## config.mk

```make
export PLATFORM = sky130hd
export DESIGN_NAME = wb_port_arbiter
export DESIGN_NICKNAME = d
export VERILOG_FILES = /design/src/rtl/wb_port_arbiter.sv
export SDC_FILE = /design/constraint.sdc
export NUM_CORES = 1
export LEC_CHECK = 0
export CORE_MARGIN = 8
export CORE_UTILIZATION = 45
export DETAILED_ROUTE_END_ITERATION = 10
export GPL_TIMING_DRIVEN = 0
export PLACE_DENSITY = 0.67
export SYNTH_ARGS = -nofsm -noshare
export SYNTH_HDL_FRONTEND = slang
export SYNTH_SLANG_ARGS = --single-unit
```

## constraint.sdc

```tcl
create_clock -name clk -period 19.75 [get_ports clk]
set_input_delay 3.95 -clock clk [delete_from_list [all_inputs] [get_ports clk]]
set_output_delay 3.95 -clock clk [all_outputs]
set_load 0.02 [all_outputs]
```

## src/rtl/wb_port_arbiter.sv

```systemverilog
// Shares the register-file write port between pipeline writeback and a queued long-latency result stream.
// Optional forwarding lookup into the queue is built when WB_ARB_FWD_EN is defined.
module wb_port_arbiter #(
    parameter int DEPTH      = 4,
    parameter int MAX_WAIT   = 8,
    parameter int DATA_WIDTH = 32,
    parameter int ID_WIDTH   = 8
) (
    input  logic                           clk,
    input  logic                           reset,
    input  logic                           pipe_valid_in,
    output logic                           pipe_ready_out,
    input  logic [DATA_WIDTH-1:0]          pipe_data_in,
    input  logic [ID_WIDTH-1:0]            pipe_rd_in,
    input  logic                           ll_valid_in,
    output logic                           ll_ready_out,
    input  logic [DATA_WIDTH-1:0]          ll_data_in,
    input  logic [ID_WIDTH-1:0]            ll_rd_in,
    output logic [DATA_WIDTH-1:0]          regs_data_out,
    output logic [ID_WIDTH-1:0]            regs_wr_id_out,
    output logic                           regs_write_out,
    output logic [$clog2(DEPTH+1)-1:0]     pending_out
`ifdef WB_ARB_FWD_EN
    ,
    input  logic [ID_WIDTH-1:0]            fwd_rd_in,
    output logic                           fwd_hit_out,
    output logic [DATA_WIDTH-1:0]          fwd_data_out
`endif
);

    localparam int PTR_W = $clog2(DEPTH);
    localparam int CNT_W = $clog2(DEPTH + 1);
    localparam int AGE_W = $clog2(MAX_WAIT + 1);

    logic [PTR_W-1:0]      head_q, head_d;
    logic [PTR_W-1:0]      tail_q, tail_d;
    logic [CNT_W-1:0]      count_q, count_d;
    logic [AGE_W-1:0]      age_q, age_d;
    logic [DEPTH-1:0]      valid_q, valid_d;
    logic [ID_WIDTH-1:0]   rd_q   [DEPTH];
    logic [DATA_WIDTH-1:0] data_q [DEPTH];

    logic                  regs_write_d;
    logic [ID_WIDTH-1:0]   regs_wr_id_d;
    logic [DATA_WIDTH-1:0] regs_data_d;

    logic forceDrain;
    logic pipeWrite;
    logic llEnqueue;
    logic headPop;

    function automatic logic [PTR_W-1:0] nextPtr(input logic [PTR_W-1:0] p);
        return (p == PTR_W'(DEPTH - 1)) ? '0 : p + 1'b1;
    endfunction

    // Once the head has waited MAX_WAIT cycles the pipe is held off so the port goes idle and the head drains.
    assign forceDrain     = (count_q != '0) && (age_q >= AGE_W'(MAX_WAIT));
    assign pipe_ready_out = !forceDrain;
    assign ll_ready_out   = (count_q < CNT_W'(DEPTH));
    assign pending_out    = count_q;

    // rd==0 requests complete their handshake but never reach the port or the queue.
    assign pipeWrite = pipe_valid_in && pipe_ready_out && (pipe_rd_in != '0);
    assign llEnqueue = ll_valid_in && ll_ready_out && (ll_rd_in != '0);
    assign headPop   = !pipeWrite && (count_q != '0);

    always_comb begin
        head_d       = headPop ? nextPtr(head_q) : head_q;
        tail_d       = llEnqueue ? nextPtr(tail_q) : tail_q;
        count_d      = count_q;
        age_d        = age_q;
        valid_d      = valid_q;
        regs_write_d = 1'b0;
        regs_wr_id_d = '0;
        regs_data_d  = '0;

        if (llEnqueue && !headPop) begin
            count_d = count_q + 1'b1;
        end else if (!llEnqueue && headPop) begin
            count_d = count_q - 1'b1;
        end

        if (headPop || (count_q == '0)) begin
            age_d = '0;
        end else if (age_q < AGE_W'(MAX_WAIT)) begin
            age_d = age_q + 1'b1;
        end

        // A pipe write is younger than every queued result for its rd, so those results become dead.
        if (pipeWrite) begin
            for (int i = 0; i < DEPTH; i++) begin
                if (rd_q[i] == pipe_rd_in) begin
                    valid_d[i] = 1'b0;
                end
            end
        end
        if (headPop) begin
            valid_d[head_q] = 1'b0;
        end
        if (llEnqueue) begin
            valid_d[tail_q] = 1'b1;
        end

        if (pipeWrite) begin
            regs_write_d = 1'b1;
            regs_wr_id_d = pipe_rd_in;
            regs_data_d  = pipe_data_in;
        end else if (headPop && valid_q[head_q]) begin
            regs_write_d = 1'b1;
            regs_wr_id_d = rd_q[head_q];
            regs_data_d  = data_q[head_q];
        end
    end

    always_ff @(posedge clk or posedge reset) begin
        if (reset) begin
            head_q         <= '0;
            tail_q         <= '0;
            count_q        <= '0;
            age_q          <= '0;
            valid_q        <= '0;
            regs_write_out <= 1'b0;
            regs_wr_id_out <= '0;
            regs_data_out  <= '0;
            for (int i = 0; i < DEPTH; i++) begin
                rd_q[i]   <= '0;
                data_q[i] <= '0;
            end
        end else begin
            head_q         <= head_d;
            tail_q         <= tail_d;
            count_q        <= count_d;
            age_q          <= age_d;
            valid_q        <= valid_d;
            regs_write_out <= regs_write_d;
            regs_wr_id_out <= regs_wr_id_d;
            regs_data_out  <= regs_data_d;
            if (llEnqueue) begin
                rd_q[tail_q]   <= ll_rd_in;
                data_q[tail_q] <= ll_data_in;
            end
        end
    end

`ifdef WB_ARB_FWD_EN
    int fwdSlot;

    // Walk from head to tail so the last match seen is the youngest live entry.
    always_comb begin
        fwd_hit_out  = 1'b0;
        fwd_data_out = '0;
        fwdSlot      = 0;
        for (int i = 0; i < DEPTH; i++) begin
            fwdSlot = int'(head_q) + i;
            if (fwdSlot >= DEPTH) begin
                fwdSlot = fwdSlot - DEPTH;
            end
            if ((i < int'(count_q)) && valid_q[PTR_W'(fwdSlot)] &&
                (rd_q[PTR_W'(fwdSlot)] == fwd_rd_in) && (fwd_rd_in != '0)) begin
                fwd_hit_out  = 1'b1;
                fwd_data_out = data_q[PTR_W'(fwdSlot)];
            end
        end
    end
`endif

endmodule
```

Word-level counts from Yosys, hierarchy flattened
Index checks and enable logic that the tools add are counted.
- register bits: 216
- input port bits: 84
- output and inout bits: 46
- logic and storage cells: 102
- add/sub/neg operators: 5
- order comparisons: 10
- equality and inequality tests: 6
- mux-type cells: 37
- bitwise logic cells: 5
- reductions and logical operators: 23
- operators by type and width (kind ; count):
    32-bit two-way mux ; 5
    128-bit bitwise mux ; 1
    32-bit binary-select mux with 2-bit select ; 1
    32-bit demux with 2-bit select ; 1
    8-bit two-way mux ; 5
    32-bit bitwise mux ; 1
    8-bit == test ; 4
    4-bit two-way mux ; 5
    8-bit binary-select mux with 2-bit select ; 1
    8-bit demux with 2-bit select ; 1
    8-bit nonzero test ; 2
    1-bit logical AND ; 12
    1-bit two-way mux ; 9
    3-bit >= comparator, second input constant ; 2
    2-bit by 3-bit < comparator with 1-bit output, second input constant ; 2
    3-bit two-way mux ; 2
    2-bit inverter with 3-bit output ; 2
    2-bit by 1-bit adder with 2-bit output, second input constant ; 2
    4-bit by 1-bit adder with 4-bit output, second input constant ; 1
    4-bit bitwise AND ; 1
    1-bit demux with 2-bit select ; 2
    2-bit == test, second input constant ; 2
    2-bit by 1-bit >= comparator with 1-bit output, second input constant ; 2
    4-bit >= comparator, second input constant ; 1
    other kinds (14) ; 19

Longest topological paths before layout
- depth after elaboration: 10
- mapped depth: 11
- depth with buffers taken out: 9

Least setup slack after synthesis
No wires, ideal clock.
- path kind: input port to flip-flop
- start: input pipe_rd_in[2]
- end: register count_q[2] (netlist: pending_out[2])
- library setup time: 0.080 ns
- data arrival time: 5.998 ns
- required time: 19.670 ns
- setup slack: 13.672 ns
- stages: 11
- path buffers: 2
- path through: clkbuf_1 -> nor4_1 -> a211o_2 -> nand2_1 -> buf_2 -> ha_1 -> inv_1 -> fa_1 -> xor2_1 -> nor2_1 -> xnor2_1
- word-level cells in the longest chain between the ends: 7
- elaborated cells on any way between the ends: 9
- those cells by class: 1 x mux; 8 x reduce/logical
- ends and longest elaborated chain (item ; line ; RTL):
    start, declared ; 14 ; input logic [ID_WIDTH-1:0] pipe_rd_in,
    8-bit nonzero test (*) ; 63 ; assign pipeWrite = pipe_valid_in && pipe_ready_out && (pipe_rd_in != '0);
    1-bit logical AND (*) ; 63 ;
    1-bit zero test (*) ; 65 ; assign headPop = !pipeWrite && (count_q != '0);
    1-bit logical AND (*) ; 65 ;
    1-bit zero test ; 77 ; if (llEnqueue && !headPop) begin
    1-bit logical AND ; 77 ;
    3-bit two-way mux or 2-bit nonzero test (tied branches) ; -- ;
    end signal, assigned ; 132 ; count_q <= count_d;
    end, declared ; 37 ; logic [CNT_W-1:0] count_q, count_d;
Every way passes the cells marked *; elsewhere a longest branch is shown, timed or not.
A chain may end at the register's enable or synchronous reset.

Worst setup path after layout
- start: input pipe_rd_in[3]
- end: register count_q[2] (netlist: pending_out[2])
Same word-level chain as after synthesis.

==> impl_metrics.json <==
{
  "antenna_cells": 0,
  "synth-seq-cells": 216,
  "powerDensity_nw_per_um2": 158,
  "cap_violations": 0,
  "final_common_cell": "dfrtp_1",
  "grt_max_degree": 119,
  "row_count": 55,
  "rsz0062_at_grt": "no",
  "r2r_cells": 10,
  "tightest_slew_ns": 0.772,
  "wire_per_inst_um": 21.2,
  "crit_arrival_ns": 6.60,
  "clock-root-buffer": "clkbuf_16",
  "drive_above_1_share_pct": 28.4,
  "ctsHoldBuffers": 0,
  "vias": 6837,
  "coreArea_um2": 22400,
  "grt_pass1_wl_um": 42400,
  "status": "finished, final reports clean",
  "hold_class": "reg2reg",
  "die_x_um": 166,
  "die-height_um": 166,
  "cp-start-kind": "input port",
  "reg2reg_from": "pending_out[0]$_DFFE_PP0P_",
  "htreeDepth": 1,
  "grt-ovfl-total": 0,
  "ys_types": 31,
  "slew_violations": 0,
  "clock-sinks": 216,
  "ctsResizeCount": 0,
  "syn_nets": 892,
  "avgSynthCellArea_um2": 12.8,
  "tns_ns": 0,
  "grt_use_met1_pct": 24.0,
  "first_pass_iters": 5,
  "cts_buffers": 24,
  "cp-end-kind": "flip-flop",
  "fin_skew_ns": 0.0124,
  "fillers": 1904,
  "gp_congestion": 0.799,
  "top_usage_layer": "met2",
  "path_class": "in2reg",
  "grt_usage_pct": 19.0,
  "fin_ws_ns": 13.59,
  "synthCells": 796,
  "place_ws_ns": 13.10,
  "nNetsFinal": 1040,
  "crit_fanout": 10,
  "finalSetupViolCount": 0,
  "cts.path.max_buffers": 3,
  "slew-limit-headroom_pct": 48.5,
  "max_freq_ghz": 0.162,
  "ys_seq_area_share_pct": 53.2,
  "io_buffers": 121,
  "dieArea_um2": 27700,
  "drc_errors": 0,
  "p_leak_nw": 5.35,
  "start_util_pct": 45.3,
  "hold_path_depth": 1,
  "ant_nets": 0,
  "yosysWarnings": 0,
  "grt_util_met3_pct": 4.61,
  "ir_worst_vdd_mv": 0.0766,
  "synthToLayoutAreaGrowth_pct": 23.3,
  "met2_usage_pct": 32.3,
  "syn_area_um2": 10200,
  "ioPinCount": 130,
  "drt-vias-per-instance": 5.49,
  "antenna_found_initial": 0,
  "hold_viol_final": 0,
  "period_minus_slack_ns": 6.16,
  "drt_iter0_drc": 420,
  "crit_required_ns": 20.19,
  "dp.final_hpwl_um": 17800,
  "cts_tree": "built",
  "ff2ff_setup_slack_ns": 16.93,
  "min_period_over_period_pct": 31.2,
  "clkLatencyLatePin_ns": 0.52,
  "hold_ws_ns": 0.485,
  "min-delay-start": "age_q[0]$_DFFE_PP0P_",
  "routed_wl_um": 26400,
  "layout_common_cells": "dfrtp_1, mux2_2, clkdlybuf4s50_1",
  "cts_setup_buffers": 0,
  "clk_pin_slew_ns": 0.06,
  "hold_path_end": "age_q[0]$_DFFE_PP0P_",
  "first_global_vias": 7563,
  "r2r_end": "pending_out[2]$_DFFE_PP0P_"
}
==> worst max path at each step <==
stage,start,to,cells after the start
after floorplan,reset,age_q[0]$_DFFE_PP0P_,1
after global placement,reset,regs_data_out[20]$_DFF_PP0_,2
after detailed placement,pipe_rd_in[3],pending_out[2]$_DFFE_PP0P_,11
after CTS,pending_out[0]$_DFFE_PP0P_,pipe_ready_out,4
after global routing,pipe_rd_in[3],pending_out[2]$_DFFE_PP0P_,11
final,pipe_rd_in[3],pending_out[2]$_DFFE_PP0P_,11
==> synth_stat cells (all sizes together) <==
library cell | count | area [um^2]
a211o | 1 | 10.0
a21oi | 1 | 8.76
a221oi | 1 | 15.0
a31o | 5 | 43.8
a31oi | 40 | 250
and2 | 4 | 25.0
and3 | 1 | 6.26
buf | 39 | 330
clkbuf | 26 | 101
dfrtp | 216 | 5410
fa | 1 | 20.0
ha | 11 | 138
inv | 10 | 37.5
mux2 | 204 | 2300
mux2i | 41 | 410
nand2 | 46 | 173
nand2b | 1 | 6.26
nand3 | 9 | 45.0
nor2 | 6 | 22.5
nor3 | 40 | 200
nor4 | 12 | 75.1
o21ai | 42 | 210
or2 | 1 | 6.26
or3 | 1 | 6.26
xnor2 | 3 | 26.3
xor2 | 34 | 298
==> worst max-delay path, stage by stage <==
cell,delay (ns)
clkbuf_1,0.35
nor4_1,0.15
a211o_2,0.41
nand2_1,0.29
buf_2,0.35
ha_1,0.24
inv_1,0.06
fa_1,0.37
xor2_1,0.17
nor2_1,0.12
xnor2_1,0.13
==> sequential cells by signal, indices dropped and copies added (netlist names), 2 cells and up <==
name	flops
data_q	128
rd_q	32
regs_data_out	32
regs_wr_id_out	8
age_q	4
valid_q	4
pending_out	3
head_q	2
tail_q	2
==> cell families (layout without fill, tap and decap cells) <==
logic type	after synthesis	count (layout)	synth area share (%)
AO/OA/AOI/OAI	90	90	5.29
XOR/XNOR	37	37	3.19
flip-flops	216	216	53.2
buffers and inverters	75	240	4.61
multiplexers	245	245	26.6
AND/OR/NAND/NOR	121	121	5.56
adder cells (fa/ha/maj)	12	12	1.55
==> where the power goes <==
part / switching (mW) / internal [mW]
combinational: 0.398 / 0.399
clock: 0.176 / 0.254
sequential: 0.111 / 0.644
==> layout make-up <==
cell class / count / area (um^2) / area share [%]
plain buffers: 65 / 432 / 3.44
well taps: 285 / 357 / 2.85
flip-flops and latches: 216 / 5410 / 43.1
repair buffers: 122 / 1240 / 9.88
multi-input cells: 505 / 4290 / 34.3
clock inverters: 5 / 27.5 / 0.220
inverters: 10 / 45.0 / 0.359
clock buffers: 38 / 734 / 5.86
==> per-stage QoR <==
step                power, mW  util (%)  area, um^2  std cells
floorplan                1.30         -       10200        796
global route             2.10      55.9       12500       1246
CTS                      2.00      55.9       12500       1246
global placement         1.54      52.3       11700       1202
finish                   1.98      55.9       12500       1246
detailed placement       1.56      52.5       11800       1203
==> layer usage <==
layer  wire length, um  part of all wire (%)
met4               566                   2.1
met1             11400                    43
met3              1580                   6.0
met2             12800                    49
met5                 0                     0
(Power assumes the default switching activity.)
